## config.mk

```make
export PLATFORM = sky130hd
export DESIGN_NAME = partition_sweep_ctrl
export DESIGN_NICKNAME = d
export VERILOG_FILES = /design/src/rtl/partition_pkg.sv /design/src/rtl/partition_err_metric.sv /design/src/rtl/partition_sweep_ctrl.sv
export SDC_FILE = /design/constraint.sdc
export NUM_CORES = 1
export LEC_CHECK = 0
export ABC_CLOCK_PERIOD_IN_PS = 2500
export CAP_MARGIN = 15
export CORE_ASPECT_RATIO = 1.4
export CORE_MARGIN = 2
export CORE_UTILIZATION = 35
export CTS_CLUSTER_SIZE = 16
export DETAILED_ROUTE_END_ITERATION = 7
export PLACE_DENSITY = 0.66
export SYNTH_ARGS = -nofsm -noshare
export SYNTH_HDL_FRONTEND = slang
export SYNTH_SLANG_ARGS = --single-unit
```

## constraint.sdc

```tcl
create_clock -name clk -period 2.5 [get_ports clk]
set_input_delay 0.25 -clock clk [delete_from_list [all_inputs] [get_ports clk]]
set_output_delay 0.25 -clock clk [all_outputs]
set_load 0.05 [all_outputs]
```

## src/rtl/partition_pkg.sv

```systemverilog
// Shared types and width helpers for the partition sweep controller.
package partition_pkg;

   localparam int unsigned DEF_IN_W  = 8;
   localparam int unsigned DEF_OUT_W = 5;

   // Hamming-sum width: 2^in_w vectors, each contributing at most out_w bits.
   function automatic int unsigned hs_width(input int unsigned in_w, input int unsigned out_w);
      return in_w + $clog2(out_w + 1);
   endfunction

   localparam int unsigned DEF_HS_W = hs_width(DEF_IN_W, DEF_OUT_W);

   typedef enum logic [2:0] {
      ST_IDLE   = 3'd0,
      ST_DRIVE  = 3'd1,
      ST_SAMPLE = 3'd2,
      ST_EMIT   = 3'd3,
      ST_DONE   = 3'd4
   } sweep_state_e;

endpackage

```

## src/rtl/partition_err_metric.sv

```systemverilog
// Combinational error metrics between exact and approximate partition outputs.
module partition_err_metric
   import partition_pkg::*;
#(
   parameter int unsigned OUT_W = DEF_OUT_W,
   parameter int unsigned PC_W  = $clog2(OUT_W + 1)
) (
   input  logic [OUT_W-1:0] po_exact,
   input  logic [OUT_W-1:0] po_approx,
   output logic             mismatch_c,
   output logic [PC_W-1:0]  popcnt_c,
   output logic [OUT_W-1:0] abs_diff_c
);

   logic [OUT_W-1:0] diff_bits;

   assign diff_bits = po_exact ^ po_approx;

   always_comb begin
      popcnt_c = '0;
      for (int i = 0; i < int'(OUT_W); i++) begin
         popcnt_c = popcnt_c + PC_W'(diff_bits[i]);
      end
      mismatch_c = |diff_bits;
      abs_diff_c = (po_exact >= po_approx) ? (po_exact - po_approx) : (po_approx - po_exact);
   end

endmodule

```

## src/rtl/partition_sweep_ctrl.sv

```systemverilog
// Exhaustive sweep of a partition input space, comparing exact vs approximate
// outputs vector by vector and streaming per-vector records plus running totals.
module partition_sweep_ctrl
   import partition_pkg::*;
#(
   parameter int unsigned  IN_W  = DEF_IN_W,
   parameter int unsigned  OUT_W = DEF_OUT_W,
   localparam int unsigned HS_W  = hs_width(IN_W, OUT_W)
) (
   input  logic             clk,
   input  logic             rst_n,
   input  logic             start,
   input  logic             abort,
   output logic [IN_W-1:0]  pi,
   input  logic [OUT_W-1:0] po_exact,
   input  logic [OUT_W-1:0] po_approx,
   output logic             rec_valid,
   input  logic             rec_ready,
   output logic [IN_W-1:0]  rec_pi,
   output logic [OUT_W-1:0] rec_po,
   output logic             rec_err,
   output logic             busy,
   output logic             done,
   output logic [IN_W:0]    err_count,
   output logic [HS_W-1:0]  ham_sum,
   output logic [OUT_W-1:0] max_abs_err
);

   localparam int unsigned PC_W = $clog2(OUT_W + 1);

   sweep_state_e     state_q;
   sweep_state_e     state_d;
   logic             busy_d;
   logic             done_d;
   logic             valid_d;
   logic             last_c;
   logic             sweep_go_c;
   logic             sample_c;
   logic             advance_c;
   logic             mismatch_c;
   logic [PC_W-1:0]  popcnt_c;
   logic [OUT_W-1:0] abs_diff_c;

   partition_err_metric #(
      .OUT_W (OUT_W),
      .PC_W  (PC_W)
   ) u_err_metric (
      .po_exact   (po_exact),
      .po_approx  (po_approx),
      .mismatch_c (mismatch_c),
      .popcnt_c   (popcnt_c),
      .abs_diff_c (abs_diff_c)
   );

   assign last_c = (pi == {IN_W{1'b1}});

   // State register
   always_ff @(posedge clk or negedge rst_n) begin
      if (!rst_n) begin
         state_q <= ST_IDLE;
      end else begin
         state_q <= state_d;
      end
   end

   // Next-state: abort outranks start and the record handshake
   always_comb begin
      state_d = state_q;
      if (abort) begin
         state_d = ST_IDLE;
      end else begin
         case (state_q)
            ST_IDLE,
            ST_DONE:   if (start) state_d = ST_DRIVE;
            ST_DRIVE:  state_d = ST_SAMPLE;
            ST_SAMPLE: state_d = ST_EMIT;
            ST_EMIT:   if (rec_ready) state_d = last_c ? ST_DONE : ST_DRIVE;
            default:   state_d = ST_IDLE;
         endcase
      end
   end

   // Output decode, registered alongside the state
   always_comb begin
      busy_d     = 1'b0;
      done_d     = 1'b0;
      valid_d    = 1'b0;
      sweep_go_c = 1'b0;
      sample_c   = 1'b0;
      advance_c  = 1'b0;
      case (state_d)
         ST_DRIVE,
         ST_SAMPLE: busy_d = 1'b1;
         ST_EMIT:   begin busy_d = 1'b1; valid_d = 1'b1; end
         ST_DONE:   done_d = 1'b1;
         default:   ;
      endcase
      if ((state_q == ST_IDLE || state_q == ST_DONE) && state_d == ST_DRIVE) sweep_go_c = 1'b1;
      if (state_q == ST_SAMPLE && state_d == ST_EMIT)                        sample_c   = 1'b1;
      if (state_q == ST_EMIT && state_d == ST_DRIVE)                         advance_c  = 1'b1;
   end

   // Vector counter, record capture and accumulators
   always_ff @(posedge clk or negedge rst_n) begin
      if (!rst_n) begin
         pi          <= '0;
         rec_valid   <= 1'b0;
         rec_pi      <= '0;
         rec_po      <= '0;
         rec_err     <= 1'b0;
         busy        <= 1'b0;
         done        <= 1'b0;
         err_count   <= '0;
         ham_sum     <= '0;
         max_abs_err <= '0;
      end else begin
         rec_valid <= valid_d;
         busy      <= busy_d;
         done      <= done_d;
         if (sweep_go_c) begin
            pi          <= '0;
            rec_pi      <= '0;
            rec_po      <= '0;
            rec_err     <= 1'b0;
            err_count   <= '0;
            ham_sum     <= '0;
            max_abs_err <= '0;
         end else if (sample_c) begin
            rec_pi    <= pi;
            rec_po    <= po_approx;
            rec_err   <= mismatch_c;
            err_count <= err_count + (IN_W+1)'(mismatch_c);
            ham_sum   <= ham_sum + HS_W'(popcnt_c);
            if (abs_diff_c > max_abs_err) max_abs_err <= abs_diff_c;
         end else if (advance_c) begin
            pi <= pi + IN_W'(1);
         end
      end
   end

endmodule

```

==> metrics <==
Worst Path Required=2670 ps; final instance count without filler cells=521; Synth Flop Type=dfrtp_1; largest area contributor in the netlist=dfrtp_1; top post-synthesis cells by area=dfrtp_1, ha_1, inv_1; wl on met1=3.26 mm; DP Wirelength=5.68 mm; clock tree buffer depth=2; DR top layer=met4; DP Cell Count=500; RD Place Congestion=0.886; Post-synth EDFFs=0; WL per Instance=15.3 um; Die Width=83.2 um; antenna viol nets, final=0; pin count of the biggest net entering global routing=54; final hold violations=0; Max Clock Freq=0.357 GHz; HP Class=in -> async; share of Yosys cell area claimed by the top area cell type=43.2%; H-tree Lvls=2; # nets final=458; first-pass GRT wire length=13.4 mm; CP Capture Type=register; Iter 0 DRT Violations=83; Leak=2.11 nW; Netlist Area Pre-Place=3070 sq um; DR vias=2664; Design Area, Final=4650 sq um; post-synthesis sequential area ratio=43.2%; Syn. warnings=0; initial antenna violation count=0; number of port buffers=64; MaxCap Viol Count=0; die height=115 um; DR vias/cell=5.11; fin worst setup slack=-304 ps; CTS tree=built; clock-pin slew on the worst setup and hold paths=70 ps; number of core rows=40; Post-CTS Hold Buffers=0; CTS Root Cell=clkbuf_16; VDD IR max=603 uV; Total Routing Usage GR=17.3%; number of global-route vias before repair=2811; routed wl met2=4.27 mm; layout cell share with drive strength beyond 1=29.1%; ys async rst share=100%; Total Wirelength=7.96 mm; final clock skew=7.35 ps; syn avg cell area=10.1 sq um; violated checks=negative setup slack; RSZ-0062 raised after global routing=yes; # setup viols final=15; minimum clock period=2800 ps; Post-DP Area=4160 sq um; fin crit share=112%; worst-skew pair later-pin latency=290 ps; CP Launch Type=input port; WS Path Type=in -> reg; cells after synthesis=303; Rel. slew slack=54.6%; Data arrival, critical path=2980 ps; Setup TNS Final=-3130 ps; Core ar.=8560 sq um; Initial Util=35.9%; DRC Markers=0; drt first pass iters=4; io pins=65; diode count=0; fill count=754; die area=9560 sq um; Power Density=799 nW/um^2; Unique masters post-synth=48; crit-path max FO=4; Slew Limit Fails=0; fin util=54.3%; status=complete, but fails checks; gr ovfl total=0; Worst Tran Pin Value=680 ps; Mapped Nets=346; met3 routed WL=264 um; cts bufs inserted=5; register bit total from synthesis=53; Sink Count=53; Layout area overhead=51.2%
per-stage QoR:
| step | power [mW] | worst slack (ps) | hold slack, ps |
|---|---|---|---|
| 2_1_floorplan | 2.17 | -506 | -45.6 |
| 3_3_place_gp | 2.69 | -1250 | 422 |
| 3_5_place_dp | 2.74 | -1310 | 424 |
| 4_1_cts | 3.69 | -362 | 118 |
| 5_1_grt | 3.93 | -432 | 157 |
| 6_report | 3.71 | -304 | 75.3 |
cells by family after synthesis:
logic type / Yosys count / share of synthesized area [%]
XOR/XNOR: 19 / 5.42
adder cells (fa/ha/maj): 28 / 12.6
buffers and inverters: 42 / 5.99
flip-flops: 53 / 43.2
AND/OR/NAND/NOR: 89 / 15.7
AO/OA/AOI/OAI: 68 / 15.8
multiplexers: 4 / 1.30
path summary, 6_finish.rpt:
check                              from           end  slack, ps  depth (start not counted)
hold / removal                    rst_n     rec_pi[1]         80                          2
hold reg to reg               rec_po[2]     rec_po[2]        480                          2
min in group clk           po_approx[0]     rec_po[0]        330                          4
setup / recovery            po_exact[1]   ham_sum[10]       -300                         14
max in group asynchronous         rst_n  err_count[3]       1960                          2
setup reg to reg             state_q[0]   ham_sum[10]        670                          5
synth_stat cells, types with 3 or more instances:
| cell | number |
|---|---|
| dfrtp_1 | 53 |
| inv_1 | 31 |
| nor2_1 | 29 |
| ha_1 | 23 |
| nand2_1 | 22 |
| a21oi_1 | 14 |
| o21ai_0 | 14 |
| a22o_1 | 13 |
| xor2_1 | 10 |
| xnor2_1 | 9 |
| clkbuf_1 | 6 |
| nor3_1 | 6 |
| fa_1 | 5 |
| nand3_1 | 5 |
| nand4_1 | 5 |
| a21o_1 | 4 |
| and3_1 | 4 |
| mux2i_1 | 4 |
| or3_1 | 4 |
| a211oi_1 | 3 |
| buf_6 | 3 |
| o21a_1 | 3 |
flip-flops by register name, indices dropped and copies added, names as in the netlist:
| name | count |
|---|---|
| rec_po | 5 |
| pi | 8 |
| state_q | 3 |
| busy | 1 |
| done | 1 |
| max_abs_err | 5 |
| err_count | 9 |
| rec_err | 1 |
| ham_sum | 11 |
| rec_pi | 8 |
| rec_valid | 1 |
critical path, stage by stage:
cell	delay, ps
buf_12	90
inv_12	30
ha_4	240
ha_4	260
fa_1	410
ha_2	190
fa_1	460
buf_4	150
fa_2	370
a21oi_4	160
nor2_4	60
nand4_1	100
xor2_1	150
nor2_1	60
area by class of cell:
class | count | area (sq um) | share of cell area, %
Clock buffer | 7 | 133 | 2.85
Multi-Input combinational cell | 209 | 1860 | 40.1
Sequential cell | 53 | 1330 | 28.5
Timing Repair Buffer | 115 | 1050 | 22.7
Clock inverter | 1 | 7.51 | 0.162
Inverter | 31 | 134 | 2.88
Tap cell | 105 | 131 | 2.83
cell usage in the layout (no fill, tap or decap), types with 5 or more instances in the layout:
master / n
dfrtp_1: 53
clkdlybuf4s50_1: 53
buf_6: 10
ha_4: 9
clkbuf_16: 5
nor2_1: 29
inv_1: 21
ha_1: 11
nor3_1: 5
nand4_1: 5
buf_4: 46
inv_2: 7
o21ai_0: 10
xor2_1: 10
a21oi_1: 8
xnor2_1: 8
a22o_1: 13
nand2_1: 17
nand3_1: 5
timing repair:
action / in CTS / in global routing
resized for setup: 86 / 11
setup endpoints to repair: 16 / 15
pin swaps: 26 / 10
setup buffers: 10 / 4
gates cloned: 1 / 0
hold endpoints to repair: 0 / 0
power breakdown:
group | switching [mW] | total, mW | internal (mW)
combinational | 1.10 | 1.91 | 0.806
clock | 0.302 | 0.674 | 0.373
sequential | 0.140 | 1.13 | 0.991
metal layers:
layer  vias up  global-route usage, %
met5         -                      0
met4         0                   6.23
met3        12                   2.23
met2        62                   32.8
met1      1312                   20.0
li1       1278                      -
No activity file was read; power rests on OpenSTA's default activity.
